<file path="src/rtl/rs_cdb_multi.sv">
// ALU reservation station: age-ordered select, NUM_CDB-port wakeup with same-edge dispatch
// bypass, registered valid/ready issue slot, mispredict flush and whole-block freeze (rdy).
module rs_cdb_multi #(
  parameter int DEPTH   = 8,
  parameter int TAG_W   = 4,
  parameter int XLEN    = 32,
  parameter int NUM_CDB = 2,
  parameter int OP_W    = 4
) (
  input  logic                     clk,
  input  logic                     rst,
  input  logic                     rdy,
  input  logic                     flush,
  input  logic                     in_valid,
  output logic                     in_ready,
  input  logic [XLEN-1:0]          in_vj,
  input  logic [XLEN-1:0]          in_vk,
  input  logic [TAG_W-1:0]         in_qj,
  input  logic [TAG_W-1:0]         in_qk,
  input  logic [OP_W-1:0]          in_opcode,
  input  logic [OP_W-1:0]          in_optype,
  input  logic [TAG_W-1:0]         in_dest,
  input  logic [XLEN-1:0]          in_pc,
  input  logic [XLEN-1:0]          in_imm,
  input  logic [NUM_CDB-1:0]       cdb_valid,
  input  logic [NUM_CDB*TAG_W-1:0] cdb_tag,
  input  logic [NUM_CDB*XLEN-1:0]  cdb_data,
  output logic                     out_valid,
  input  logic                     out_ready,
  output logic [XLEN-1:0]          out_vj,
  output logic [XLEN-1:0]          out_vk,
  output logic [XLEN-1:0]          out_imm,
  output logic [XLEN-1:0]          out_pc,
  output logic [OP_W-1:0]          out_opcode,
  output logic [OP_W-1:0]          out_optype,
  output logic [TAG_W-1:0]         out_dest,
  output logic [$clog2(DEPTH):0]   occupancy
);

  localparam int IDX_W = $clog2(DEPTH);
  localparam int CNT_W = IDX_W + 1;

  typedef struct packed {
    logic            hit;
    logic [XLEN-1:0] data;
  } match_t;

  logic [DEPTH-1:0] busy;
  logic [TAG_W-1:0] qj     [DEPTH];
  logic [TAG_W-1:0] qk     [DEPTH];
  logic [XLEN-1:0]  vj     [DEPTH];
  logic [XLEN-1:0]  vk     [DEPTH];
  logic [XLEN-1:0]  pc     [DEPTH];
  logic [XLEN-1:0]  imm    [DEPTH];
  logic [OP_W-1:0]  opcode [DEPTH];
  logic [OP_W-1:0]  optype [DEPTH];
  logic [TAG_W-1:0] dest   [DEPTH];
  logic [DEPTH-1:0] older  [DEPTH];  // older[i][j]: entry i was dispatched before entry j

  match_t           wake_j [DEPTH];
  match_t           wake_k [DEPTH];
  match_t           byp_j;
  match_t           byp_k;
  logic [DEPTH-1:0] ready;
  logic [IDX_W-1:0] sel_idx;
  logic [IDX_W-1:0] free_idx;
  logic             any_ready;
  logic             active;
  logic             do_disp;
  logic             do_load;
  logic             do_drain;

  // Tag 0 means "value present" and never matches; scanning high-to-low lets the lowest port win.
  function automatic match_t cdb_match(input logic [TAG_W-1:0]         q,
                                       input logic [NUM_CDB-1:0]       v,
                                       input logic [NUM_CDB*TAG_W-1:0] tags,
                                       input logic [NUM_CDB*XLEN-1:0]  data);
    match_t m;
    m = '0;
    for (int k = NUM_CDB - 1; k >= 0; k--) begin
      if (v[k] && (q != '0) && (tags[k*TAG_W +: TAG_W] == q)) begin
        m.hit  = 1'b1;
        m.data = data[k*XLEN +: XLEN];
      end
    end
    return m;
  endfunction

  // NOTE: every always_comb output gets a default before any conditional logic, so no path
  // leaves a variable unassigned and no latch is inferred.
  always_comb begin
    byp_j = cdb_match(in_qj, cdb_valid, cdb_tag, cdb_data);
    byp_k = cdb_match(in_qk, cdb_valid, cdb_tag, cdb_data);
    for (int i = 0; i < DEPTH; i++) begin
      wake_j[i] = cdb_match(qj[i], cdb_valid, cdb_tag, cdb_data);
      wake_k[i] = cdb_match(qk[i], cdb_valid, cdb_tag, cdb_data);
      ready[i]  = busy[i] && (qj[i] == '0) && (qk[i] == '0);
    end
  end

  // An entry wins when no other ready entry is older than it; the age matrix makes this unique.
  always_comb begin
    logic win;
    win     = 1'b0;
    sel_idx = '0;
    for (int i = 0; i < DEPTH; i++) begin
      win = ready[i];
      for (int j = 0; j < DEPTH; j++) begin
        if ((j != i) && ready[j] && older[j][i]) win = 1'b0;
      end
      if (win) sel_idx = IDX_W'(i);
    end
  end

  always_comb begin
    free_idx = '0;
    for (int i = DEPTH - 1; i >= 0; i--) begin
      if (!busy[i]) free_idx = IDX_W'(i);
    end
  end

  assign in_ready  = ~&busy;
  assign any_ready = |ready;
  assign active    = rdy && !flush;
  assign do_disp   = active && in_valid && in_ready;
  assign do_load   = active && any_ready && (!out_valid || out_ready);
  assign do_drain  = active && !any_ready && out_valid && out_ready;

  // NOTE: operand/payload storage has no reset; busy qualifies every read, so only the
  // control state below needs clearing.
  always_ff @(posedge clk) begin
    if (active) begin
      for (int i = 0; i < DEPTH; i++) begin
        if (wake_j[i].hit) vj[i] <= wake_j[i].data;
        if (wake_k[i].hit) vk[i] <= wake_k[i].data;
      end
      if (do_disp) begin
        vj[free_idx]     <= byp_j.hit ? byp_j.data : in_vj;
        vk[free_idx]     <= byp_k.hit ? byp_k.data : in_vk;
        pc[free_idx]     <= in_pc;
        imm[free_idx]    <= in_imm;
        opcode[free_idx] <= in_opcode;
        optype[free_idx] <= in_optype;
        dest[free_idx]   <= in_dest;
        // New entry is youngest: every other entry becomes older than it, it is older than none.
        for (int i = 0; i < DEPTH; i++) older[i][free_idx] <= 1'b1;
        older[free_idx] <= '0;
      end
    end
  end

  // NOTE: sequential state uses non-blocking assignments only, so every read in this block
  // sees the pre-edge value regardless of statement order.
  always_ff @(posedge clk or negedge rst) begin
    if (!rst) begin
      busy       <= '0;
      out_valid  <= 1'b0;
      occupancy  <= '0;
      out_vj     <= '0;
      out_vk     <= '0;
      out_imm    <= '0;
      out_pc     <= '0;
      out_opcode <= '0;
      out_optype <= '0;
      out_dest   <= '0;
      for (int i = 0; i < DEPTH; i++) begin
        qj[i] <= '0;
        qk[i] <= '0;
      end
    end else if (rdy) begin
      if (flush) begin
        busy      <= '0;
        out_valid <= 1'b0;
        occupancy <= '0;
      end else begin
        for (int i = 0; i < DEPTH; i++) begin
          if (wake_j[i].hit) qj[i] <= '0;
          if (wake_k[i].hit) qk[i] <= '0;
        end
        if (do_load) busy[sel_idx] <= 1'b0;
        if (do_disp) begin
          busy[free_idx] <= 1'b1;
          qj[free_idx]   <= byp_j.hit ? '0 : in_qj;
          qk[free_idx]   <= byp_k.hit ? '0 : in_qk;
        end
        case ({do_disp, do_load})
          2'b10:   occupancy <= occupancy + CNT_W'(1);
          2'b01:   occupancy <= occupancy - CNT_W'(1);
          default: occupancy <= occupancy;
        endcase
        if (do_load) begin
          out_valid  <= 1'b1;
          out_vj     <= vj[sel_idx];
          out_vk     <= vk[sel_idx];
          out_imm    <= imm[sel_idx];
          out_pc     <= pc[sel_idx];
          out_opcode <= opcode[sel_idx];
          out_optype <= optype[sel_idx];
          out_dest   <= dest[sel_idx];
        end else if (do_drain) begin
          out_valid <= 1'b0;
        end
      end
    end
  end

endmodule

</file>
<file path="config.mk">
export PLATFORM = sky130hd
export DESIGN_NAME = rs_cdb_multi
export DESIGN_NICKNAME = d
export VERILOG_FILES = /design/src/rtl/rs_cdb_multi.sv
export SDC_FILE = /design/constraint.sdc
export NUM_CORES = 2
export LEC_CHECK = 0
export BUFFER_PORTS_ARGS = -buffer_cell sky130_fd_sc_hd__buf_2
export CAP_MARGIN = 20
export CELL_PAD_IN_SITES_DETAIL_PLACEMENT = 2
export CELL_PAD_IN_SITES_GLOBAL_PLACEMENT = 2
export CORE_ASPECT_RATIO = 0.6
export CORE_MARGIN = 2
export CORE_UTILIZATION = 42
export DETAILED_ROUTE_END_ITERATION = 6
export GPL_TIMING_DRIVEN = 0
export PLACE_DENSITY_LB_ADDON = 0.12
export SETUP_SLACK_MARGIN = 0.2
export SLEW_MARGIN = 15
export SYNTH_ARGS = -nofsm -noshare
export SYNTH_HDL_FRONTEND = slang
export SYNTH_SLANG_ARGS = --single-unit
export TNS_END_PERCENT = 1
</file>
<file path="constraint.sdc">
create_clock -name clk -period 6.9 [get_ports clk]
set_clock_uncertainty 0.15 [all_clocks]
set_input_delay 0 -clock clk [delete_from_list [all_inputs] [get_ports clk]]
set_output_delay 0 -clock clk [all_outputs]
set_load 0.01 [all_outputs]
</file>
## Word-level counts from Yosys, hierarchy flattened

Memories as Yosys holds them, arrays and structs flattened. A register that Yosys moved wholly into a read port is not among the register bits.
Cells that the tools add are included.

- Register bits after elaboration: 77
- Bits in latches: 0
- Memory bits (writable): 1184
- ROM bits: 0
- Input bits: 228
- Output and inout port bits: 146
- Logic and storage cells: 504
- Memories kept: 8

- $add $sub $neg: 2
- $mul: 0
- Divide/modulo/power cells: 0
- Order comparisons: 6
- Equality and inequality tests: 38
- Shift operators: 0
- Muxes and demuxes: 224
- Bitwise gates (word level): 5
- Reduce and logical (&&, ||, !) cells: 202

Memories:

| name | words | bits a word | read ports | clocked after memory_dff | write ports | RTL line | source |
|---|---|---|---|---|---|---|---|
| imm | 8 | 32 | 1 | 1 | 1 | 54 | `logic [XLEN-1:0] imm [DEPTH];` |
| pc | 8 | 32 | 1 | 1 | 1 | 53 | `logic [XLEN-1:0] pc [DEPTH];` |
| vj | 8 | 32 | 1 | 1 | 9 | 51 | `logic [XLEN-1:0] vj [DEPTH];` |
| vk | 8 | 32 | 1 | 1 | 9 | 52 | `logic [XLEN-1:0] vk [DEPTH];` |
| older | 8 | 8 | 8 | 0 | 9 | 58 | `logic [DEPTH-1:0] older [DEPTH];` |
| dest | 8 | 4 | 1 | 1 | 1 | 57 | `logic [TAG_W-1:0] dest [DEPTH];` |
| +2 memories | n/a | n/a | n/a | n/a | n/a | n/a |  |

Operators by type and width:

| cell | count |
|---|---|
| $mux 33 | 36 |
| $mux 4 | 52 |
| $logic_and 1x1->1 | 148 |
| $eq 4x4->1 | 36 |
| $mux 32 | 4 |
| $mux 1 | 106 |
| $reduce_bool 4->1 | 18 |
| $bwmux 32 | 2 |
| $logic_not 4->1 | 16 |
| $mux 8 | 6 |
| $mux 3 | 13 |
| $demux 4 s3 | 1 |
| $logic_not 1->1 | 11 |
| $and 8x8->8 | 1 |
| $lt 3x4->1 const B | 2 |
| $not 8->8 | 1 |
| $or 8x8->8 | 1 |
| $pmux 4 s2 | 1 |
| $reduce_and 8->1 | 1 |
| $reduce_or 8->1 | 1 |
| $demux 1 s3 | 2 |
| $ge 3x1->1 const B | 2 |
| $reduce_and 2->1 | 3 |
| $reduce_bool 3->1 | 2 |
| 11 further kinds | 11 |

## Longest topological paths before layout

- Word-level depth: 30
- Mapped depth: 15
- Gate-level depth less buffers: 14

## Least setup slack after synthesis

Ideal clock, no wire load.

- Path type: flip-flop to flip-flop
- Start: register busy[0]
- End: memory vk[0][0] (enable)
- Setup time: 0.387 ns
- Arrival time: 5.376 ns
- Data required time: 6.363 ns
- Slack: 0.987 ns
- Cell stages (with the launch flop): 13
- Path buffers: 3
- Clock period less this slack: 5.913 ns
- Cell sequence: dfrtp_1 -> clkbuf_1 -> nand2_1 -> nor3_1 -> nand3_1 -> nand2_1 -> nor3_1 -> nand2_1 -> inv_1 -> clkbuf_1 -> clkbuf_1 -> nor2_1 -> inv_1

RTL lines:

| element | RTL line | source |
|---|---|---|
| from (decl) | 48 | `logic [DEPTH-1:0] busy;` |
| from (signal assigned) | 156 | `busy <= '0;` |
| from (signal assigned) | 172 | `busy <= '0;` |
| from (signal, indexed assignment) | 180 | `if (do_load) busy[sel_idx] <= 1'b0;` |
| to (decl) | 52 |  |

## Worst setup path after layout

- Start: register qk[17] (netlist name)
- End: register busy[0]

- Cells in the longest elaborated chain, start to end: 27
- Elaborated cells between the ends (all ways): 64
- Classes of those cells: order compare: 2; mux: 47; bitwise: 3; reduce/logical: 12

RTL lines:

| element | RTL line | source |
|---|---|---|
| from (decl) | 50 | `logic [TAG_W-1:0] qk [DEPTH];` |
| from (signal, indexed assignment) | 184 | `qk[free_idx] <= byp_k.hit ? '0 : in_qk;` |
| $logic_not 4->1 (*) | 97 | `ready[i] = busy[i] && (qj[i] == '0) && (qk[i] == '0);` |
| $logic_and 1x1->1 (*) | 97 |  |
| $logic_and 1x1->1 | 109 | `if ((j != i) && ready[j] && older[j][i]) win = 1'b0;` |
| $mux 1 (5 in a row) | 109 |  |
| $mux 1 | 111 | `if (win) sel_idx = IDX_W'(i);` |
| $mux 2 | 111 |  |
| $mux 3 (5 in a row) | 111 |  |
| $lt 3x4->1 (not written as such) / $ge 3x1->1 (equally long branches) | 180 |  |
| [3 not listed] | n/a |  |
| $not 8->8 (no source line) | n/a |  |
| $and 8x8->8 (no source line) | n/a |  |
| $mux 8 (*) | 180 |  |
| $mux 8 (*) | 171 | `if (flush) begin` |
| $mux 8 (*) | 170 | `end else if (rdy) begin` |
| $or 8x8->8 (no source line) | n/a |  |
| $mux 8 (*) | 181 | `if (do_disp) begin` |
| $mux 8 (*) | 171 |  |
| to (signal assigned) | 172 |  |
| to (signal, indexed assignment) | 180 |  |
| to (signal, indexed assignment) | 182 | `busy[free_idx] <= 1'b1;` |

Every way passes the cells marked *; elsewhere a longest branch is shown, timed or not. The select of a mux whose other input is x is not followed.
A chain may end at the register's enable or synchronous reset.

==> summary.txt <==
Worst setup path
  – CP Data Required Time: about 7.5 ns
  – Slowest stage delay, CP: around 0.89 ns
  – Crit-path cells: nor3_2 > nand3_1 > o2111ai_1 > a2111o_1 > nand4_1 > nand2b_1 > buf_2 > buf_2 > nor3_1 > o21ai_1 > dlygate4sd3_1 > a21o_1
  – Worst path most repeated cell: buf_2
  – Arrival time at the worst endpoint: 7.15 ns
  – Setup CP Type: register to register
  – Setup crit end kind: register
  – Critical-path top delay cell: nor3_2
  – Startpoint Class: register
  – CP max FO: 10

Yosys
  – Post-synth EDFFs: roughly 1,100
  – Mux contribution to synthesized area: 9.32%
  – Synthesized Nets: around 6,000
  – Synthesized-area fraction occupied by adder cells: 0.0676%
  – Yosys synthesis warning count: 0
  – Distinct cells, synth: 62
  – Seq/Total Area, Yosys: around 60%
  – Synthesized-area fraction occupied by and/or/nand/nor cells: 10.3%
  – Ys async rst share: 15.7%
  – Post-Syn Instances: 5,777
  – Post-Syn Area per Cell: 11.5 um2
  – Largest family of logic cells by synthesized area: compound AO/OA/AOI/OAI gates
  – Netlist Area Pre-Place: 0.0667 mm2
  – Synth Flop Type: edfxtp_1
  – Synth Area in XOR/XNOR: under 10%
  – Synth Area in Compound Gates: 14.6%
  – Synthesized flop and latch total: 1,386

Detailed routing
  – Drt first-iter violations: 10,700
  – Vias per Instance: roughly 7
  – First-pass DRT Iterations: 7
  – WL final: just under 400,000 um
  – WL/cell: 43.9 um
  – DRC viols: 0
  – ANT nets after route: 0
  – Detailed-route via count: 62,400

Placement
  – Worst slack, placed: 0.865 ns
  – GPL Wtd Cong: a little over 1
  – Port bufs: 301
  – Dpl cell area: between 0.07 and 0.08 mm2
  – Dpl hpwl: ~270,000 um

Floorplanning
  – Io pins: 374
  – Die Width: just over 500 um
  – Initial Util: between 40% and 50%
  – FP Rows: about 110
  – Die ar.: between 0.15 and 0.2 mm2
  – Core area: 0.158 mm2
  – Chip Height: approximately 310 um

Timing
  – Slew Limit Fails: 0
  – Hold Vio Cnt, Final: 1
  – RSZ-0062 raised after global routing: false
  – Sum Neg Setup Slack: 0 ns
  – Fmax: 152 MHz
  – Slew Limit Headroom: about 3.1%
  – Period utilization: 95.2%
  – Setup violators final: 0
  – Hold WS: -0.0117 ns
  – Fin crit period: approximately 6.6 ns
  – Measured slew at the worst slew-check pin: between 1 and 1.5 ns
  – PnR worst setup slack: approximately 0.33 ns

Final layout
  – Area grow syn2layout: 19.9%
  – Multi-input logic area: roughly 0.024 mm2
  – Layout Nets: 6,813
  – Commonest non-fill, non-tap cells in the layout: 1,120 x edfxtp_1, 617 x mux2i_1, 531 x o21ai_0
  – Share of cells above drive strength 1: 11.2%
  – Most common cell after layout, fill and taps aside: edfxtp_1
  – Fillers: 15,700
  – Fin area: between 0.07 and 0.08 mm2
  – Register area: roughly 0.04 mm2

Pwr
  – Net Switching: 0.00701 W
  – Clk pwr share: 36.4%
  – VDD IR max: 0.280 mV
  – Pwr Density: roughly 280 mW/mm2
  – Seq pwr share: 45.9%
  – Leakage: roughly 29 nW
  – Internal power: approximately 0.015 W
  – Net Sw Frac: 31.6%
  – Comb power frac: around 18%

Global route
  – Gr usage total: 46.8%
  – Antenna violations before repair: 61
  – First-pass GRT wire length: roughly 520,000 um
  – Vias in the first global route: 62,400
  – Remaining Overflow, GRT: 0
  – Largest net degree at the start of global routing: 71

Clock tree
  – Clock Pin Slew Worst Setup and Hold Paths: 0.07 ns
  – CTS root buffer: clkbuf_16
  – Clock buffer count from CTS: 140
  – H-tree levels: 4
  – CTS tree: done
  – Clock sink count: 1,386
  – Clock Latency Late Sink: 0.84 ns
  – Buffer depth of the longest clock path: 3

Hold path
  – Worst hold path type: input pin to register

Status
  – Outcome: complete, but fails checks
  – Failing checks: hold timing

Job
  – Max-cap viol count: 0
[state kept, by name (all words and copies together), names as in the netlist, 32 cells and up]
name / cells
out_vj: 32
imm: 256
opcode: 32
dest: 32
vj: 256
pc: 256
out_imm: 32
out_pc: 32
vk: 256
optype: 32
older: 49
out_vk: 32
qk: 32
qj: 32
[layout make-up]
class                   instances  area share (%)
clock inverters                61           0.728
flip-flops and latches       1386            50.1
clock buffers                 198            4.90
well taps                    2127            3.33
diodes                         39           0.122
inverters                      39           0.183
repair buffers                663            7.27
multi-input cells            3744            30.2
plain buffers                 608            3.11
[synth_stat cells (69+ instances only)]
cell / n / area, um2
a21oi_1: 517 / 2590
a221oi_1: 188 / 1650
buf_1: 71 / 267
buf_2: 87 / 435
clkbuf_1: 442 / 1660
dfrtp_1: 217 / 5430
edfxtp_1: 1120 / 33600
mux2i_1: 617 / 6180
nand2_1: 511 / 1920
nor2_1: 258 / 968
o21ai_0: 533 / 2670
o32a_1: 137 / 1370
or3_1: 416 / 2600
xor2_1: 69 / 604
[path summary, 6_finish.rpt]
kind	start	to	slack, ns	depth (start not counted)
setup / recovery	qk[17]	busy[0]	0.33	12
hold / removal	cdb_data[40]	vk[5][8]	-0.01	4
setup reg to reg	qk[17]	busy[0]	0.33	12
hold reg to reg	older[7][1]	older[7][1]	0.33	2
max in group asynchronous	rst	out_vj[19]	5.21	6
min in group asynchronous	rst	qk[6]	0.05	4
[kinds of logic (layout without fill, tap and decap cells)]
family,count (synthesis),count (layout)
adder cells (fa/ha/maj),3,3
flip-flops,1386,1386
AND/OR/NAND/NOR,1409,1409
XOR/XNOR,128,128
other,0,39
multiplexers,620,620
AO/OA/AOI/OAI,1584,1584
buffers and inverters,647,1569
[metrics by stage]
step                      power, W  util, %  instances
after detailed placement    0.0138     45.8       8272
after global routing        0.0225     50.5       8836
after global placement      0.0136     44.8       8205
after floorplan             0.0118        -       5777
after CTS                   0.0217     50.4       8810
final                       0.0222     50.6       8865
[what timing repair did]
item                                    CTS  global route
hold buffers                            279             0
gates resized for setup                   0             0
buffers inserted                          0             0
endpoints found under the hold margin  1261             0
[power by group through the flow]
stage	Clock [W]	Sequential, W	Combinational (W)
2_1_floorplan	0	0.0103	0.00151
3_3_place_gp	0	0.0103	0.00329
3_5_place_dp	0	0.0103	0.00352
4_1_cts	0.00790	0.0101	0.00370
5_1_grt	0.00828	0.0102	0.00402
6_report	0.00806	0.0102	0.00392
[layer usage]
metal / GRT usage, % / share of wire (%)
met5: 1.12 / 0.12
met4: 20.8 / 5.0
met3: 20.1 / 15
met2: 64.0 / 40
met1: 63.8 / 39
[critical path: cells and delay by family (launching register included)]
kind / cells / cell delay (ns)
simple gates: 5 / 3.11
buf+inv: 3 / 1.43
compound gates: 4 / 1.26
flops: 1 / 0.45
Power figures use the tool's default switching activity.
